[config.mk]
export PLATFORM = sky130hd
export DESIGN_NAME = serial_transmitter
export DESIGN_NICKNAME = d
export VERILOG_FILES = /design/src/rtl/serial_transmitter_pkg.sv /design/src/rtl/serial_transmitter_bit_timer.sv /design/src/rtl/serial_transmitter.sv
export SDC_FILE = /design/constraint.sdc
export NUM_CORES = 1
export LEC_CHECK = 0
export CELL_PAD_IN_SITES_DETAIL_PLACEMENT = 0
export CELL_PAD_IN_SITES_GLOBAL_PLACEMENT = 1
export CORE_ASPECT_RATIO = 0.9
export CORE_MARGIN = 3
export CORE_UTILIZATION = 48
export DETAILED_ROUTE_END_ITERATION = 12
export GPL_TIMING_DRIVEN = 0
export PLACE_DENSITY = 0.91
export SETUP_SLACK_MARGIN = 0.15
export SYNTH_ARGS = -nofsm -noshare
export SYNTH_HDL_FRONTEND = slang
export SYNTH_SLANG_ARGS = --single-unit
[constraint.sdc]
create_clock -name clk -period 6.08 [get_ports clk]
set_input_delay 0.912 -clock clk [delete_from_list [all_inputs] [get_ports clk]]
set_output_delay 0.912 -clock clk [all_outputs]
set_load 0.03 [all_outputs]
[src/rtl/serial_transmitter_pkg.sv]
// Shared definitions for the serial transmitter/receiver pair: state encoding,
// line levels and default framing parameters.
package serial_transmitter_pkg;

  typedef enum logic [1:0] {
    ST_IDLE,
    ST_START,
    ST_DATA,
    ST_STOP
  } ser_state_e;

  localparam logic START_LEVEL = 1'b0;
  localparam logic STOP_LEVEL  = 1'b1;
  localparam logic IDLE_LEVEL  = 1'b1;

  localparam int DEF_CLKS_PER_BIT = 16;
  localparam int DEF_DATA_BITS    = 8;

endpackage

[src/rtl/serial_transmitter_bit_timer.sv]
// Bit-period timer: counts 0..CLKS_PER_BIT-1 while running and flags the last
// cycle of each bit. Held at zero when idle so every frame starts aligned.
module serial_transmitter_bit_timer
  import serial_transmitter_pkg::*;
#(
  parameter int CLKS_PER_BIT = DEF_CLKS_PER_BIT
) (
  input  logic clk,
  input  logic rst,
  input  logic i_run,
  output logic o_bit_done
);

  localparam int            CW   = (CLKS_PER_BIT > 1) ? $clog2(CLKS_PER_BIT) : 1;
  localparam logic [CW-1:0] LAST = CW'(CLKS_PER_BIT - 1);

  logic [CW-1:0] r_cnt;

  always_ff @(posedge clk or negedge rst) begin
    if (!rst)                          r_cnt <= '0;
    else if (!i_run || r_cnt == LAST) r_cnt <= '0;
    else                               r_cnt <= r_cnt + CW'(1);
  end

  assign o_bit_done = i_run && (r_cnt == LAST);

endmodule

[src/rtl/serial_transmitter.sv]
// Async serial transmitter: one-byte holding buffer feeding a start/8N/stop
// shifter, with back-to-back frames when the next byte is ready at stop.
module serial_transmitter
  import serial_transmitter_pkg::*;
#(
  parameter int CLKS_PER_BIT = DEF_CLKS_PER_BIT,
  parameter int DATA_BITS    = DEF_DATA_BITS
) (
  input  logic                 clk,
  input  logic                 rst,
  input  logic [DATA_BITS-1:0] data_in,
  input  logic                 load,
  input  logic                 transmit_enable,
  output logic                 data_out,
  output logic                 character_sent,
  output logic                 buffer_full,
  output logic                 busy
);

  localparam int IW = (DATA_BITS > 1) ? $clog2(DATA_BITS) : 1;

  ser_state_e           r_state;
  logic [DATA_BITS-1:0] r_buf;
  logic [DATA_BITS-1:0] r_shift;
  logic                 r_buf_full;
  logic [IW-1:0]        r_bit_idx;
  logic                 r_data_out;
  logic                 r_char_sent;

  logic w_bit_done;
  logic w_take;
  logic w_accept;

  serial_transmitter_bit_timer #(.CLKS_PER_BIT(CLKS_PER_BIT)) u_timer (
    .clk        (clk),
    .rst        (rst),
    .i_run      (r_state != ST_IDLE),
    .o_bit_done (w_bit_done)
  );

  // Enable is only looked at where a frame may begin: idle, or the final stop cycle.
  assign w_take   = r_buf_full && transmit_enable &&
                    ((r_state == ST_IDLE) || (r_state == ST_STOP && w_bit_done));
  // A transfer frees the slot in the same cycle, so a coincident load still lands.
  assign w_accept = load && (!r_buf_full || w_take);

  always_ff @(posedge clk or negedge rst) begin
    if (!rst) begin
      r_buf      <= '0;
      r_buf_full <= 1'b0;
    end else begin
      if (w_accept)    r_buf <= data_in;
      if (w_accept)    r_buf_full <= 1'b1;
      else if (w_take) r_buf_full <= 1'b0;
    end
  end

  always_ff @(posedge clk or negedge rst) begin
    if (!rst) begin
      r_state     <= ST_IDLE;
      r_shift     <= '0;
      r_bit_idx   <= '0;
      r_data_out  <= IDLE_LEVEL;
      r_char_sent <= 1'b0;
    end else begin
      r_char_sent <= 1'b0;
      case (r_state)
        ST_IDLE: begin
          r_data_out <= IDLE_LEVEL;
          if (w_take) begin
            r_shift    <= r_buf;
            r_state    <= ST_START;
            r_data_out <= START_LEVEL;
          end
        end
        ST_START: if (w_bit_done) begin
          r_state    <= ST_DATA;
          r_bit_idx  <= '0;
          r_data_out <= r_shift[0];
        end
        ST_DATA: if (w_bit_done) begin
          if (r_bit_idx == IW'(DATA_BITS - 1)) begin
            r_state    <= ST_STOP;
            r_data_out <= STOP_LEVEL;
          end else begin
            r_shift    <= r_shift >> 1;
            r_bit_idx  <= r_bit_idx + IW'(1);
            r_data_out <= r_shift[1];
          end
        end
        ST_STOP: if (w_bit_done) begin
          r_char_sent <= 1'b1;
          if (w_take) begin
            r_shift    <= r_buf;
            r_state    <= ST_START;
            r_data_out <= START_LEVEL;
          end else begin
            r_state    <= ST_IDLE;
            r_data_out <= IDLE_LEVEL;
          end
        end
        default: r_state <= ST_IDLE;
      endcase
    end
  end

  assign data_out       = r_data_out;
  assign character_sent = r_char_sent;
  assign buffer_full    = r_buf_full;
  assign busy           = (r_state != ST_IDLE);

endmodule

Word level (Yosys, flattened, before mapping)

Index checks and enable logic that the tools add are counted.

Reduce and logical (&&, ||, !) cells: 19
$add $sub $neg: 2
Equal/unequal tests: 11
Mux-type cells: 27

Operator list:

| cell                                                | number |
|---|---|
| 2-to-1 mux 8 bit                                    | 4 |
| one-hot mux 8 bit (3 select lines)                  | 1 |
| inequality test 2 bit, second input constant        | 6 |
| 2-to-1 mux 1 bit                                    | 10 |
| 2-to-1 mux 2 bit                                    | 5 |
| 2-to-1 mux 3 bit                                    | 3 |
| one-hot mux 2 bit (4 select lines)                  | 1 |
| AND reduction 4 bit                                 | 2 |
| one-hot mux 3 bit (2 select lines)                  | 1 |
| nonzero test 2 bit                                  | 3 |
| logical AND 1 bit                                   | 5 |
| AND reduction 5 bit                                 | 1 |
| adder 4 x 1 -> 4 bit, second input constant         | 1 |
| equality test 2 bit, second input constant          | 2 |
| equality test 4 bit, second input constant          | 1 |
| 2-to-1 mux 4 bit                                    | 1 |
| one-hot mux 1 bit (4 select lines)                  | 1 |
| adder 3 x 1 -> 3 bit, second input constant         | 1 |
| equality test 3 bit, second input constant          | 1 |
| logical OR 1 bit                                    | 3 |
| AND reduction 3 bit                                 | 1 |
| nonzero test 3 bit                                  | 1 |
| equality test 2 x 1 -> 1 bit, second input constant | 1 |
| zero test 1 bit                                     | 2 |
| zero test 2 bit                                     | 1 |

Register bits: 28
Word-level logic and storage cells: 67

Logic depth before layout (Yosys ltp)

Word-level depth: 8
Gate-level depth with buffers: 7
Mapped depth without buffers: 6

Hierarchy

From an unflattened synthesis, not the netlist that was laid out.

Cells, all modules: 120
Area, all modules: 1362.6 µm²

By module, submodules not included:

| module                       | times used | cells an instance | area each (µm²) |
|---|---|---|---|
| serial_transmitter           | 1          | 105               | 1188.6 |
| serial_transmitter_bit_timer | 1          | 15                | 173.9 |

Worst setup path before layout

Ideal clock, no wire load.

Kind: input to register
Start: input port transmit_enable
End: register r_shift[0]
Required time: 5955 ps
Setup time: 125 ps
Buffers on the path: 1
Cell stages on the path: 5
Data arrival time: 1850 ps
Slack: 4105 ps
Path through: nand2_1 -> nor3_2 -> o22a_1 -> buf_6 -> mux2_4

Word-level cells in the longest chain between the ends: 5

RTL lines:

| what                                 | RTL line                 | RTL |
|---|---|---|
| start, declared                      | serial_transmitter.sv:13 | `input logic transmit_enable,` |
| logical AND 1 bit * (2 in series)    | serial_transmitter.sv:42 | `assign w_take = r_buf_full && transmit_enable &&` |
| 2-to-1 mux 8 bit *                   | --                       |  |
| 2-to-1 mux 8 bit                     | --                       |  |
| one-hot mux 8 bit (3 select lines) * | --                       |  |
| end signal, assigned                 | serial_transmitter.sv:71 | `r_shift <= r_buf;` |
| end signal, assigned                 | serial_transmitter.sv:86 | `r_shift <= r_shift >> 1;` |
| end signal, assigned                 | serial_transmitter.sv:94 | `r_shift <= r_buf;` |
| end, declared                        | serial_transmitter.sv:24 | `logic [DATA_BITS-1:0] r_shift;` |

Every way passes the cells marked *; elsewhere a longest branch is shown, timed or not. The select of a mux whose other input is x is not followed.
A chain may end at the register's enable or synchronous reset.

Worst setup path after layout

Start: register r_state[1]
End: output port busy

Word-level cells in the longest chain between the ends: 1

RTL lines:

| what                   | RTL line                  | RTL |
|---|---|---|
| start, declared        | serial_transmitter.sv:22  | `ser_state_e r_state;` |
| start signal, assigned | serial_transmitter.sv:60  | `r_state <= ST_IDLE;` |
| start signal, assigned | serial_transmitter.sv:72  | `r_state <= ST_START;` |
| start signal, assigned | serial_transmitter.sv:77  | `r_state <= ST_DATA;` |
| nonzero test 2 bit     | serial_transmitter.sv:110 | `assign busy = (r_state != ST_IDLE);` |
| end, declared          | serial_transmitter.sv:17  | `output logic busy` |

Every way passes these cells.

==> impl_metrics.yaml <==
synth:
  synth_cell_types: 40
  netlist_area_um2: 1470
  yosysWarnings: 0
  ys_seq_area_frac: 0.479
  synthCells: 119
  synth_most_common_cell: "dfrtp_1"
  syn_nets: 139
  synth_top_area_cell: "dfrtp_1"
  synth_edf_count: 0
  synth_top_cell_area_share: 0.461
  synthArstFlopShare: 1.00
  synth_seq_cells: 28
  netlist_top_cells_count: "dfrtp_1 (27), mux2_2 (16), ha_1 (8)"
  ys_dominant_reg_cell: "dfrtp_1"
  syn_area_per_cell_um2: 12.3
  synthTopCellsByArea: "dfrtp_1 (46%), mux2_2 (12%), mux2_4 (7.2%)"
route:
  drt_iter0_drc: 50
  ant_nets: 0
  wl_per_cell_um: 14.6
  viasPerCell: 5.43
  first_pass_iters: 4
  totalWireLength_um: 2610
  drc_errors: 0
  vias: 967
floorplanning:
  io_pins: 16
  num_rows: 18
  core_area_um2: 2840
  start_util: 0.517
  die_h_um: 58.4
  die_x_um: 64.3
  dieArea_um2: 3760
power_and_ir_drop:
  seq_power_share: 0.641
  power_frac_clock: 0.304
  swShare: 0.214
  power_frac_comb: 0.055
  internal_power_mw: 0.240
  ir_drop_uv: 168
  p_switching_mw: 0.0651
  p_per_area_nw_per_um2: 179
  leakagePower_nw: 0.809
cells_and_area:
  diodes: 0
  final_util: 0.598
  nets: 159
  area_growth_pct: 15.8
  nFillCells: 251
  layout-drive-gt1-share: 0.268
sta:
  worst_pin_slew_ns: 0.615
  slew_viol_final: 0
  finalSetupViolCount: 0
  fin_tns_setup_ns: 0
  finalCriticalPeriod_ns: 2.82
  worst_slew_margin_rel: 0.590
  fin_skew_ns: 0.00621
  fin_crit_sh: 0.463
  clock.fmax_mhz: 355
  hold_viol_final: 0
  rsz0062_at_grt: "no"
critical_path:
  worst_ep_arrival_time_ns: 1.90
  r2r_end: "r_shift[3]"
  startpoint_type: "flip-flop"
  crit_required_ns: 5.17
  crit_top_cell: "inv_1"
  path_cells: "inv_1 -> ha_1 -> inv_1 -> clkdlybuf4s50_1"
  cpPeakStageDelay_ns: 0.67
  r2r-start: "r_state[1]"
  cp-end-kind: "primary output"
  cp_max_fo: 8
  crit_type: "reg -> out"
  cp_slowest_cell: "clkdlybuf4s50_1"
  worstRegToRegCells: 7
  rrSetupSlack_ns: 3.87
clocking:
  clock_latency_ns: 0.34
  cts_tree: "yes"
  ctsResizeCount: 0
  cts_root_buffer: "clkbuf_4"
  cts-htree-levels: 1
  clkSlewWorstSetupHoldPaths_ns: 0.15
  clock-sinks: 28
  clockBufferDepth: 2
  post_cts_buffers: 0
  numCtsBuffers: 3
  cts-hold-fix-buffers: 0
placement:
  gp_congestion: 0.764
  hpwl_um: 1890
  port_buffers: 15
hold_path:
  hold-path-endpoint: "u_timer.r_cnt[0]"
  min_from: "u_timer.r_cnt[0]"
  hold_path.class: "reg -> reg"
  holdPathStages: 1
grt:
  grtUsageTotal: 0.155
  antenna_found_initial: 0
  grt_pass1_vias: 991
  grt_max_degree: 29
  overflow: 0
  grt_pass1_wl_um: 4400
job:
  cap_violations: 0
status:
  outcome: "complete, no violations"
-- power groups by stage --
stage,Combinational [mW],Sequential (mW),Clock (mW)
6_report,0.0168,0.195,0.0925
2_1_floorplan,0.00583,0.198,0
4_1_cts,0.0176,0.195,0.0957
3_3_place_gp,0.0167,0.198,0
5_1_grt,0.0186,0.196,0.105
3_5_place_dp,0.0176,0.199,0
-- layout make-up --
cell class,count,area [µm²],share of cell area
well taps,40,50.0,0.0295
flip-flops and latches,28,702,0.413
clock buffers,4,36.3,0.0214
inverters,6,22.5,0.0133
plain buffers,3,26.3,0.0155
multi-input cells,82,716,0.422
repair buffers,15,145,0.0855
-- layer usage --
layer  GRT usage  wire length, µm  vias to the layer above
li1            -                -                      469
met1       0.190             1180                      461
met5           0                0                        -
met4      0.0753               30                        0
met3      0.0420              159                        2
met2       0.254             1230                       35
-- cells in the final DEF (no fill, tap or decap), types with 2 or more instances in the layout --
cell | synthesis | layout
mux2_4 | 7 | 7
clkdlybuf4s50_1 | 0 | 14
nand3_1 | 3 | 3
ha_1 | 8 | 8
clkbuf_4 | 0 | 3
inv_1 | 6 | 6
mux2_2 | 16 | 16
o21ai_0 | 6 | 6
nor2_1 | 5 | 5
dfrtp_1 | 27 | 27
a21oi_1 | 4 | 4
buf_6 | 2 | 2
nand2_1 | 6 | 6
-- logic make-up after synthesis --
family / count (synthesis) / synth area share
multiplexers: 23 / 0.195
AND/OR/NAND/NOR: 26 / 0.106
XOR/XNOR: 1 / 0.00597
buffers and inverters: 9 / 0.0333
AO/OA/AOI/OAI: 24 / 0.113
adder cells (fa/ha/maj): 8 / 0.0683
flip-flops: 28 / 0.479
-- stage by stage --
| stage | setup WS [ns] | area (µm²) | std cells | power (mW) | hold WS, ns |
|---|---|---|---|---|---|
| after floorplan | 4.10 | 1470 | 119 | 0.204 | 0.459 |
| after global placement | 3.51 | 1670 | 174 | 0.215 | 0.472 |
| after detailed placement | 3.49 | 1670 | 174 | 0.216 | 0.487 |
| after CTS | 3.24 | 1700 | 178 | 0.309 | 0.507 |
| after global routing | 3.15 | 1700 | 178 | 0.319 | 0.535 |
| final | 3.26 | 1700 | 178 | 0.305 | 0.503 |
-- worst max-delay path by stage --
stage / cells after the start / endpoint / startpoint / slack (ns)
floorplan: 5 / r_shift[0] / transmit_enable / 4.10
global placement: 6 / r_shift[3] / transmit_enable / 3.51
detailed placement: 6 / r_shift[5] / transmit_enable / 3.49
CTS: 4 / busy / r_state[1] / 3.24
global route: 4 / busy / r_state[0] / 3.15
finish: 4 / busy / r_state[1] / 3.26
-- registers in the layout, summed over array words and instances (netlist names) --
signal / cells
buffer_full: 1
u_timer.r_cnt: 4
data_out: 1
r_bit_idx: 3
r_buf: 8
r_shift: 8
character_sent: 1
r_state: 2
-- critical path, delay by kind of cell (launching register included) --
| family | cells | cell delay, ns |
|---|---|---|
| flip-flops | 1 | 0.43 |
| buffers and inverters | 3 | 0.86 |
| adder cells (fa/ha/maj) | 1 | 0.28 |
No activity file was read; power rests on OpenSTA's default activity.
==> edit: new RTL, same settings <==
The package constant `DEF_CLKS_PER_BIT` goes from 16 to 32.
--- a/src/rtl/serial_transmitter_pkg.sv
+++ b/src/rtl/serial_transmitter_pkg.sv
@@ -13,7 +13,7 @@
   localparam logic STOP_LEVEL  = 1'b1;
   localparam logic IDLE_LEVEL  = 1'b1;
 
-  localparam int DEF_CLKS_PER_BIT = 16;
+  localparam int DEF_CLKS_PER_BIT = 32;
   localparam int DEF_DATA_BITS    = 8;
 
 endpackage
Function: same outputs for any inputs over 10 cycles, from zero or initial values and one cycle with rst low; that may be too few to reach the edited logic, so the function may still have changed.
==> edit against the original RTL <==
  * Die area is 8.3% higher
  * Area after synthesis is 9.2% higher
  * Power is 30% higher
  * Synthesized cell count is 25% higher
  * Wire length is 31% higher
  * Count of clock-buffer cells in the layout is 3 higher
  * Worst hold slack worse by 38 ps
  * Via count is 27% higher
  * Cell area is 12% higher
  * Sequential cell count is 1 higher
  * Worst setup slack worse by 73 ps
  * Non-clock buffer count is 6 higher
  * Utilization is 1.2 points higher
  * Largest cell class unchanged
  * Largest power group unchanged
  * Highest routed layer unchanged
==> edit: results (changes against the original RTL) <==
- Outcome: finished, final reports clean (unchanged)
- Syn Nets: 169 (was 139)
- Compound-Gate Fraction of Synth Area: 0.183 (was 0.113)
- First-pass GRT wire length: 5750 microns (was 4400 microns)
- Vias per cell: 5.74 (was 5.43)
- Worst Skew: 4.32 ps (was 6.21 ps)
- NetSw: 0.0000842 W (was 0.0000651 W)
- Crit-path max cell delay: 650 ps (was 670 ps)
- Reg clk slew, reported paths: 60 ps (was 150 ps)
- Number of global-route vias before repair: 1246 (was 991)
- GRT Overall Usage: 0.194 (was 0.155)
- Register-to-register setup slack: 3910 ps (was 3870 ps)
- WL met2: 1550 microns (was 1230 microns)
- Initial DRC Count: 75 (was 50)
- DR WL met3: 201 microns (was 159 microns)
- Root buffer cell: clkbuf_8 (was clkbuf_4)
- Layout cells sized above 1: 0.174 (was 0.268)
- Num CTS Buffers: 5 (was 3)
- Max IR drop VDD: 177 uV (was 168 uV)
- Worst hold slack: 465 ps (was 503 ps)
- # nets final: 191 (was 159)
- Max_slew headroom: 0.563 (was 0.590)
- Leak Pwr: 0.754 nW (was 0.809 nW)
- Grt met1 use: 0.245 (was 0.190)
- Post-synthesis adder-cell area fraction: 0.0625 (was 0.0683)
- Pwr Total: 0.000395 W (was 0.000305 W)
-- edit: cells by family (layout without fill, tap and decap cells) --
family,count (synthesis),after routing
buffers and inverters,17,40
muxes,9,9
and+or+nand+nor,48,48
AOI/OAI and AO/OA,36,36
adders and majority gates,8,8
DFF,29,29
xor gates and xnor gates,2,2
-- edit: layout make-up --
cell class,instances,area [sq um]
fill,254,1210
multi-input combinational,103,787
sequential,29,727
timing repair buffer,15,145
clock buffer,7,96.3
buffer,9,57.6
tap,42,52.6
inverter,8,30.0
clock inverter,1,5.00
-- edit: worst paths after layout --
path,end,cells past startpoint,start
hold reg to reg,u_timer.r_cnt[0],1,u_timer.r_cnt[0]
hold / removal,u_timer.r_cnt[0],1,u_timer.r_cnt[0]
setup / recovery,busy,5,r_state[0]
min in group asynchronous,r_state[0],1,rst
setup reg to reg,r_shift[5],7,u_timer.r_cnt[0]
max in group asynchronous,r_buf[7],1,rst
